`src/rtl/nibble_serial_addsub_ctrl_pkg.sv`:
```
// Shared definitions for the nibble-serial add/subtract sequencer:
// FSM state encodings, slice width and a clog2 helper (minimum result 1).
package nibble_serial_addsub_ctrl_pkg;

  typedef enum logic [1:0] {
    ST_IDLE = 2'd0,
    ST_RUN  = 2'd1,
    ST_DONE = 2'd2
  } state_e;

  localparam int NIBBLE_W = 4;

  function automatic int clog2_min1(input int n);
    int r;
    r = 0;
    while ((1 << r) < n) r++;
    return (r < 1) ? 1 : r;
  endfunction

endpackage

```
`src/rtl/nibble_add4.sv`:
```
// Combinational 4-bit ripple-carry adder slice built from NAND-only
// full-adder cells (nine NAND2 gates per bit).
module nibble_add4 (
  input  logic [3:0] a,
  input  logic [3:0] b,
  input  logic       cin,
  output logic [3:0] s,
  output logic       cout
);

  logic [4:0] c;
  logic [3:0] n1, n2, n3, x1, n4, n5, n6;

  assign c[0] = cin;

  for (genvar i = 0; i < 4; i++) begin : g_fa
    assign n1[i]  = ~(a[i] & b[i]);
    assign n2[i]  = ~(a[i] & n1[i]);
    assign n3[i]  = ~(b[i] & n1[i]);
    assign x1[i]  = ~(n2[i] & n3[i]);
    assign n4[i]  = ~(x1[i] & c[i]);
    assign n5[i]  = ~(x1[i] & n4[i]);
    assign n6[i]  = ~(c[i] & n4[i]);
    assign s[i]   = ~(n5[i] & n6[i]);
    assign c[i+1] = ~(n1[i] & n4[i]);
  end

  assign cout = c[4];

endmodule

```
`src/rtl/nibble_serial_addsub_ctrl.sv`:
```
// Nibble-serial add/subtract sequencer sharing one 4-bit adder slice, LS nibble first.
// Optional zero-result flag output enabled by NIBBLE_SERIAL_ZERO_FLAG_EN.
module nibble_serial_addsub_ctrl
  import nibble_serial_addsub_ctrl_pkg::*;
#(
  parameter int NIBBLES = 4
) (
  input  logic                    clk,
  input  logic                    rst,
  input  logic                    in_valid,
  output logic                    in_ready,
  input  logic [NIBBLE_W*NIBBLES-1:0] a,
  input  logic [NIBBLE_W*NIBBLES-1:0] b,
  input  logic                    sub,
  output logic                    out_valid,
  input  logic                    out_ready,
  output logic [NIBBLE_W*NIBBLES-1:0] result,
  output logic                    cout,
  output logic                    overflow
`ifdef NIBBLE_SERIAL_ZERO_FLAG_EN
  ,
  output logic                    zero
`endif
);

  localparam int W    = NIBBLE_W * NIBBLES;
  localparam int IDXW = clog2_min1(NIBBLES);
  localparam logic [IDXW-1:0] IDX_LAST = IDXW'(NIBBLES - 1);

  state_e          state_q;
  logic [W-1:0]    opa_q, opb_q, result_q;
  logic            carry_q, cout_q, ovf_q, in_ready_q, out_valid_q;
  logic [IDXW-1:0] idx_q, idx_d;
`ifdef NIBBLE_SERIAL_ZERO_FLAG_EN
  logic            zero_q;
`endif

  logic [NIBBLE_W-1:0] nib_a, nib_b, nib_s;
  logic                nib_c;

  always_comb begin
    nib_a = '0;
    nib_b = '0;
    for (int unsigned n = 0; n < NIBBLES; n++) begin
      if (idx_q == IDXW'(n)) begin
        nib_a = opa_q[n*NIBBLE_W +: NIBBLE_W];
        nib_b = opb_q[n*NIBBLE_W +: NIBBLE_W];
      end
    end
    idx_d = idx_q + IDXW'(1);
  end

  nibble_add4 u_slice (
    .a    (nib_a),
    .b    (nib_b),
    .cin  (carry_q),
    .s    (nib_s),
    .cout (nib_c)
  );

  always_ff @(posedge clk) begin
    if (rst) begin
      state_q     <= ST_IDLE;
      in_ready_q  <= 1'b1;
      out_valid_q <= 1'b0;
      result_q    <= '0;
      cout_q      <= 1'b0;
      ovf_q       <= 1'b0;
      opa_q       <= '0;
      opb_q       <= '0;
      carry_q     <= 1'b0;
      idx_q       <= '0;
`ifdef NIBBLE_SERIAL_ZERO_FLAG_EN
      zero_q      <= 1'b0;
`endif
    end else begin
      case (state_q)
        ST_IDLE: begin
          if (in_valid) begin
            // Subtraction is A + ~B + 1: invert B here and seed the carry with 1.
            opa_q      <= a;
            opb_q      <= sub ? ~b : b;
            carry_q    <= sub;
            idx_q      <= '0;
            in_ready_q <= 1'b0;
            state_q    <= ST_RUN;
`ifdef NIBBLE_SERIAL_ZERO_FLAG_EN
            zero_q     <= 1'b1;
`endif
          end
        end
        ST_RUN: begin
          for (int unsigned n = 0; n < NIBBLES; n++) begin
            if (idx_q == IDXW'(n)) result_q[n*NIBBLE_W +: NIBBLE_W] <= nib_s;
          end
          carry_q <= nib_c;
`ifdef NIBBLE_SERIAL_ZERO_FLAG_EN
          zero_q  <= zero_q & (nib_s == '0);
`endif
          if (idx_q == IDX_LAST) begin
            cout_q      <= nib_c;
            ovf_q       <= (opa_q[W-1] == opb_q[W-1]) && (nib_s[NIBBLE_W-1] != opa_q[W-1]);
            idx_q       <= '0;
            out_valid_q <= 1'b1;
            state_q     <= ST_DONE;
          end else begin
            idx_q <= idx_d;
          end
        end
        ST_DONE: begin
          if (out_ready) begin
            out_valid_q <= 1'b0;
            in_ready_q  <= 1'b1;
            state_q     <= ST_IDLE;
          end
        end
        default: begin
          state_q     <= ST_IDLE;
          in_ready_q  <= 1'b1;
          out_valid_q <= 1'b0;
        end
      endcase
    end
  end

  assign in_ready  = in_ready_q;
  assign out_valid = out_valid_q;
  assign result    = result_q;
  assign cout      = cout_q;
  assign overflow  = ovf_q;
`ifdef NIBBLE_SERIAL_ZERO_FLAG_EN
  assign zero      = zero_q;
`endif

endmodule

```
`config.mk`:
```
export PLATFORM = sky130hd
export DESIGN_NAME = nibble_serial_addsub_ctrl
export DESIGN_NICKNAME = d
export VERILOG_FILES = /design/src/rtl/nibble_serial_addsub_ctrl_pkg.sv /design/src/rtl/nibble_add4.sv /design/src/rtl/nibble_serial_addsub_ctrl.sv
export SDC_FILE = /design/constraint.sdc
export NUM_CORES = 1
export LEC_CHECK = 0
export ABC_AREA = 1
export BUFFER_PORTS_ARGS = -buffer_cell sky130_fd_sc_hd__buf_2
export CORE_MARGIN = 4
export CORE_UTILIZATION = 58
export DETAILED_ROUTE_END_ITERATION = 8
export GPL_TIMING_DRIVEN = 0
export PLACE_DENSITY = 0.84
export SETUP_SLACK_MARGIN = 0.2
export SLEW_MARGIN = 10
export SYNTH_ARGS = -nofsm -noshare
export SYNTH_HDL_FRONTEND = slang
export SYNTH_HIERARCHICAL = 1
export SYNTH_SLANG_ARGS = --single-unit
```
`constraint.sdc`:
```
create_clock -name clk -period 8.8 [get_ports clk]
set_clock_uncertainty 0.05 [all_clocks]
set_input_delay 0.44 -clock clk [delete_from_list [all_inputs] [get_ports clk]]
set_output_delay 0.44 -clock clk [all_outputs]
set_load 0.02 [all_outputs]
```
* Word-level counts from Yosys, hierarchy flattened
Index checks and enable logic that the tools add are counted.
W data, S select, Z words.
** Storage, ports and cells
- Bits in registers :: 57
- Input port bits :: 37
- Output and inout bits :: 20
- Word-level logic and storage cells :: 136
** Cells by class
- $add $sub $neg :: 1
- Eq/ne operators :: 10
- Mux-type cells :: 24
- Bitwise gates (word level) :: 75
- Reduce and logical (&&, ||, !) cells :: 13
** Operators with widths (count)
- $not A1 Y1 :: 38
- $and A1 B1 Y1 :: 36
- $mux W4 :: 8
- $mux W16 :: 1
- $not A16 Y16 :: 1
- $reduce_and A2 Y1 :: 6
- $mux W2 :: 5
- $reduce_and A3 Y1 :: 3
- $eq A2 B2 Y1 const B :: 3
- $ne A2 B2 Y1 const B :: 3
- $pmux W1 S3 :: 2
- $pmux W2 S3 :: 1
- $mux W1 :: 5
- $eq A2 B1 Y1 const B :: 2
- $logic_not A2 Y1 :: 2
- $pmux W2 S2 :: 1
- $add A2 B1 Y2 const B :: 1
- $pmux W1 S2 :: 1
- $reduce_bool A2 Y1 :: 1
- $eq A1 B1 Y1 :: 1
- $logic_and A1 B1 Y1 :: 1
- $ne A1 B1 Y1 :: 1

* Depth between registers and ports, before layout
- Depth in word-level cells :: 31
- Depth in mapped cells :: 21
- Gate-level depth less buffers :: 20

* Modules after synthesis
Netlist, hierarchy kept.
** By module, submodules not included
- nibble_serial_addsub_ctrl :: instances 1, cells each 372, area an instance 2570.0 um^2, seq. area each 1141.1 um^2
- nibble_add4 :: instances 1, cells each 14, area an instance 117.6 um^2, seq. area each 0.0 um^2

* Worst setup path before layout
Ideal clock, no wire load.
- Path type :: flip-flop to flip-flop
- Start point :: reg idx_q[1]
- End point :: reg ovf_q, in the netlist overflow
- Data arrival time :: 2.861 ns
- Data required time :: 8.634 ns
- Slack :: 5.773 ns
- Cell stages (with the launch flop) :: 21
- Path buffers :: 1
- Clock period less this slack :: 3.027 ns
- Cells stage by stage :: dfxtp_1 inv_1 ha_1 buf_2 inv_2 nand2_1 nand3_1 a21oi_1 inv_1 fa_1 inv_1 fa_1 fa_1 inv_1 fa_1 inv_1 inv_1 nand3_1 o21ai_0 nor2_1 nor2_1
** Between the ends
- Longest elaborated chain between the ends :: 31
- Elaborated cells between the ends (all ways) :: 67
- Those cells by class :: 4 x eq/ne; 8 x mux; 52 x bitwise; 3 x reduce/logical
** Ends and longest elaborated chain
- from (decl) :: RTL line nibble_serial_addsub_ctrl.sv:33 : logic [IDXW-1:0] idx_q, idx_d;
- from (signal assigned) :: RTL line nibble_serial_addsub_ctrl.sv:107 : idx_q <= idx_d;
- $logic_not A2 Y1 :: RTL line nibble_serial_addsub_ctrl.sv:45 : if (idx_q == IDXW'(n)) begin
- $mux W4 (3 in series) :: RTL line nibble_serial_addsub_ctrl.sv:45
- $mux W4 * :: RTL line nibble_serial_addsub_ctrl.sv:45
- named net nib_b[0] :: RTL line nibble_serial_addsub_ctrl.sv:38 : logic [NIBBLE_W-1:0] nib_a, nib_b, nib_s;
- $and A1 B1 Y1 :: RTL line nibble_add4.sv:17 : assign n1[i] = ~(a[i] & b[i]);
- $not A1 Y1 :: RTL line nibble_add4.sv:17
- $and A1 B1 Y1 (on tied branches) :: RTL line nibble_add4.sv:18, nibble_add4.sv:19
- $not A1 Y1 (on tied branches) :: RTL line nibble_add4.sv:18, nibble_add4.sv:19
- [15 not listed]
- $not A1 Y1 :: RTL line nibble_add4.sv:21 : assign n4[i] = ~(x1[i] & c[i]);
- $and A1 B1 Y1 (on tied branches) :: RTL line nibble_add4.sv:22, nibble_add4.sv:23
- $not A1 Y1 (on tied branches) :: RTL line nibble_add4.sv:22, nibble_add4.sv:23
- $and A1 B1 Y1 * :: RTL line nibble_add4.sv:24 : assign s[i] = ~(n5[i] & n6[i]);
- $not A1 Y1 * :: RTL line nibble_add4.sv:24
- named net nib_s[3] :: RTL line nibble_serial_addsub_ctrl.sv:38
- $ne A1 B1 Y1 * :: RTL line nibble_serial_addsub_ctrl.sv:102 : ovf_q <= (opa_q[W-1] == opb_q[W-1]) && (nib_s[NIBBLE_W-1] != opa_q[W-1]);
- $logic_and A1 B1 Y1 * :: RTL line nibble_serial_addsub_ctrl.sv:102
- to (signal assigned) :: RTL line nibble_serial_addsub_ctrl.sv:102
- to (decl) :: RTL line nibble_serial_addsub_ctrl.sv:32 : logic carry_q, cout_q, ovf_q, in_ready_q, out_valid_q;
The timed path passes the listed nets; every way through them passes the cells marked *.
A chain may end at the register's enable or synchronous reset.

* Final worst setup path
Ends and elaborated chain as after synthesis.

==> impl_metrics.env <==
export IMPL_outcome="completed"
export IMPL_die_w_um=76.07
export IMPL_min_path_cells=2
export IMPL_final_core_util=0.7412
export IMPL_hold_path_startpoint="rst"
export IMPL_tightest_slew_ns=0.4363
export IMPL_drv_slew=0
export IMPL_cts_hold_buf=0
export IMPL_antenna_found_initial=0
export IMPL_ys_async_sr_fraction=0
export IMPL_drc=0
export IMPL_cts_inserted_buffers=9
export IMPL_vias=2528
export IMPL_yosysSeqAreaShare=0.4246
export IMPL_antennaDiodeCount=0
export IMPL_setup_viol=0
export IMPL_io_pins=57
export IMPL_criticalPathCategory="flop to flop"
export IMPL_final_area_mm2=0.003272
export IMPL_arrival_ns=3.57
export IMPL_synth_top_area_frac=0.4246
export IMPL_grt_remaining_overflow=0
export IMPL_drt_pass1_iterations=4
export IMPL_p_per_area_mw_per_mm2=215.5
export IMPL_grt_pass1_wl_mm=10.58
export IMPL_r2r_end="overflow$_SDFFE_PP0P_"
export IMPL_fmax_mhz=295.4
export IMPL_ys_warn_count=6
export IMPL_clk_pin_slew_ns=0.07
export IMPL_place_hpwl_mm=4.591
export IMPL_ant_nets=0
export IMPL_place_area_mm2=0.003028
export IMPL_layout_drive_gt1_share=0.1882
export IMPL_core_mm2=0.004414
export IMPL_worstSetupStartpointType="flop"
export IMPL_reg2reg_from="idx_q[1]$_SDFFE_PP0P_"
export IMPL_relSlewSlack=0.7092
export IMPL_initial_core_util=0.6088
export IMPL_avgSynthCellArea_um2=6.963
export IMPL_grt_total_usage=0.2257
export IMPL_synth_common_cells="116 x nor2_1, 68 x nand2_1, 57 x dfxtp_1, 38 x o21ai_0, 28 x inv_1"
export IMPL_critical_path_endpoint_type="flop"
export IMPL_clock_latency_ns=0.34
export IMPL_rr_worst_depth=20
export IMPL_cts_tree="yes"
export IMPL_rsz0062_at_grt="false"
export IMPL_hold_viol_final=0
export IMPL_netlist_instances=386
export IMPL_fin_nets=497
export IMPL_fin_total_pwr_mw=0.7051
export IMPL_grt_max_degree=11
export IMPL_clock_sinks=57
export IMPL_hold_end="carry_q$_SDFFE_PP0P_"
export IMPL_irDropWorstVdd_v=0.0001371
export IMPL_place_gp_congestion=0.8291
export IMPL_timing_hold_ws_ns=0.2788
export IMPL_wirelength_mm=6.372
export IMPL_cts_setup_buffers=0
export IMPL_finalSetupTns_ns=0
export IMPL_syn_area_mm2=0.002688
export IMPL_crit_required_ns=8.98
export IMPL_drv_cap=0
export IMPL_grt_pass1_vias=2325
export IMPL_drt_iter0_drc=161
export IMPL_io_buffers=55
export IMPL_synth_seq_cells=57
export IMPL_worst_r2r_setup_slack_ns=5.41
export IMPL_cts_resized=0
export IMPL_synth_edf_count=0
export IMPL_synth_most_common_cell="nor2_1"
export IMPL_h_tree_depth=3
export IMPL_synth_distinct_cells=21
export IMPL_clock_root_buffer="clkbuf_8"
export IMPL_dieArea_mm2=0.005787
export IMPL_wl_per_cell_um=12.52
export IMPL_p_leak_nw=1.629
export IMPL_crit_fanout=9
export IMPL_cts_max_path_buffers=2
export IMPL_die_h_um=76.07
export IMPL_fin_crit_ns=3.385
export IMPL_fp_row_count=24
export IMPL_synth_area_leaders="dfxtp_1 42%, nor2_1 16%, nand2_1 9.5%"
export IMPL_hold_class="input pin to flop"
export IMPL_viasPerCell=4.967
export IMPL_syn_nets=431
export IMPL_fillers=327
export IMPL_ys_flop_type="dfxtp_1"
export IMPL_areaGrowthSynthToFinish_pct=21.74
export IMPL_finalCritPeriodShare=0.3847
export IMPL_synth_area_leader_cell="dfxtp_1"
state kept, by name, indices dropped and copies added (netlist names), 2 cells and up:
register  flops
result       16
opb_q        16
idx_q         2
state_q       2
opa_q        16
worst max-delay path, cell delays in order, from the launching register on:
cell     delay (ns)
dfxtp_1        0.37
inv_1          0.08
ha_1           0.17
buf_2          0.18
inv_2          0.16
nand2_1        0.08
nand3_1        0.07
a21oi_1        0.06
inv_1          0.07
fa_1           0.17
inv_1          0.05
fa_1           0.38
fa_1           0.37
inv_1          0.08
fa_1           0.41
inv_1          0.18
inv_1          0.06
nand3_1        0.06
o21ai_0        0.08
nor2_1         0.10
nor2_1         0.05
metrics by stage:
step	std cells	worst slack, ns
floorplan	386	5.773
global placement	493	5.525
detailed placement	493	5.427
CTS	509	5.420
global route	509	5.124
finish	509	5.415
per-layer routing:
metal / wire, um / track usage
met1: 2927 / 0.2839
met3: 407 / 0.04610
met2: 2863 / 0.3570
met4: 174 / 0.1294
met5: 0 / 0
cells in the final DEF (no fill, tap or decap):
cell and n:
nor2_2 1, bufinv_16 3, a21o_1 1, clkbuf_8 10, o21ai_0 38, buf_2 62
nor2_1 116, clkinv_1 1, dfxtp_1 57, nand2_2 1, clkinvlp_4 1, nand3_1 11
clkinv_2 1, inv_2 3, fa_1 4, buf_6 2, inv_1 28, clkbuf_1 7
o21a_1 1, a21oi_1 18, ha_1 4, buf_4 2, nand2_1 68, nand3b_1 1
xnor2_1 16
worst max-delay path by stage:
stage	start	endpoint	slack (ns)
final	idx_q[1]$_SDFFE_PP0P_	overflow$_SDFFE_PP0P_	5.41
after detailed placement	idx_q[1]$_SDFFE_PP0P_	overflow$_SDFFE_PP0P_	5.43
after global routing	idx_q[1]$_SDFFE_PP0P_	overflow$_SDFFE_PP0P_	5.12
after floorplan	idx_q[1]$_SDFFE_PP0P_	overflow$_SDFFE_PP0P_	5.77
after CTS	idx_q[1]$_SDFFE_PP0P_	overflow$_SDFFE_PP0P_	5.42
after global placement	idx_q[1]$_SDFFE_PP0P_	overflow$_SDFFE_PP0P_	5.53
cell families (layout without fill, tap and decap cells):
logic type | after synthesis | in the layout | synth area share
adders and majority gates | 8 | 8 | 0.04842
buffers and inverters | 49 | 120 | 0.08007
DFF | 57 | 57 | 0.4246
and+or+nand+nor | 198 | 198 | 0.2849
xor gates and xnor gates | 16 | 16 | 0.05214
AOI/OAI and AO/OA | 58 | 58 | 0.1099
layout make-up:
| type | instances | area [um2] | share of cell area |
|---|---|---|---|
| Buffer | 17 | 95.09 | 0.02906 |
| Clock buffer | 11 | 141.4 | 0.04321 |
| Clock inverter | 5 | 102.6 | 0.03136 |
| Inverter | 32 | 120.1 | 0.03671 |
| Multi-Input combinational cell | 280 | 1331 | 0.4069 |
| Sequential cell | 57 | 1141 | 0.3488 |
| Tap cell | 52 | 65.06 | 0.01989 |
| Timing Repair Buffer | 55 | 275.3 | 0.08413 |
power breakdown:
| part | switching, mW | leakage, nW | internal, mW |
|---|---|---|---|
| Combinational | 0.0762 | 1.04 | 0.0453 |
| Clock | 0.102 | 0.120 | 0.195 |
| Sequential | 0.0103 | 0.469 | 0.276 |
No activity file was read; power rests on OpenSTA's default activity.
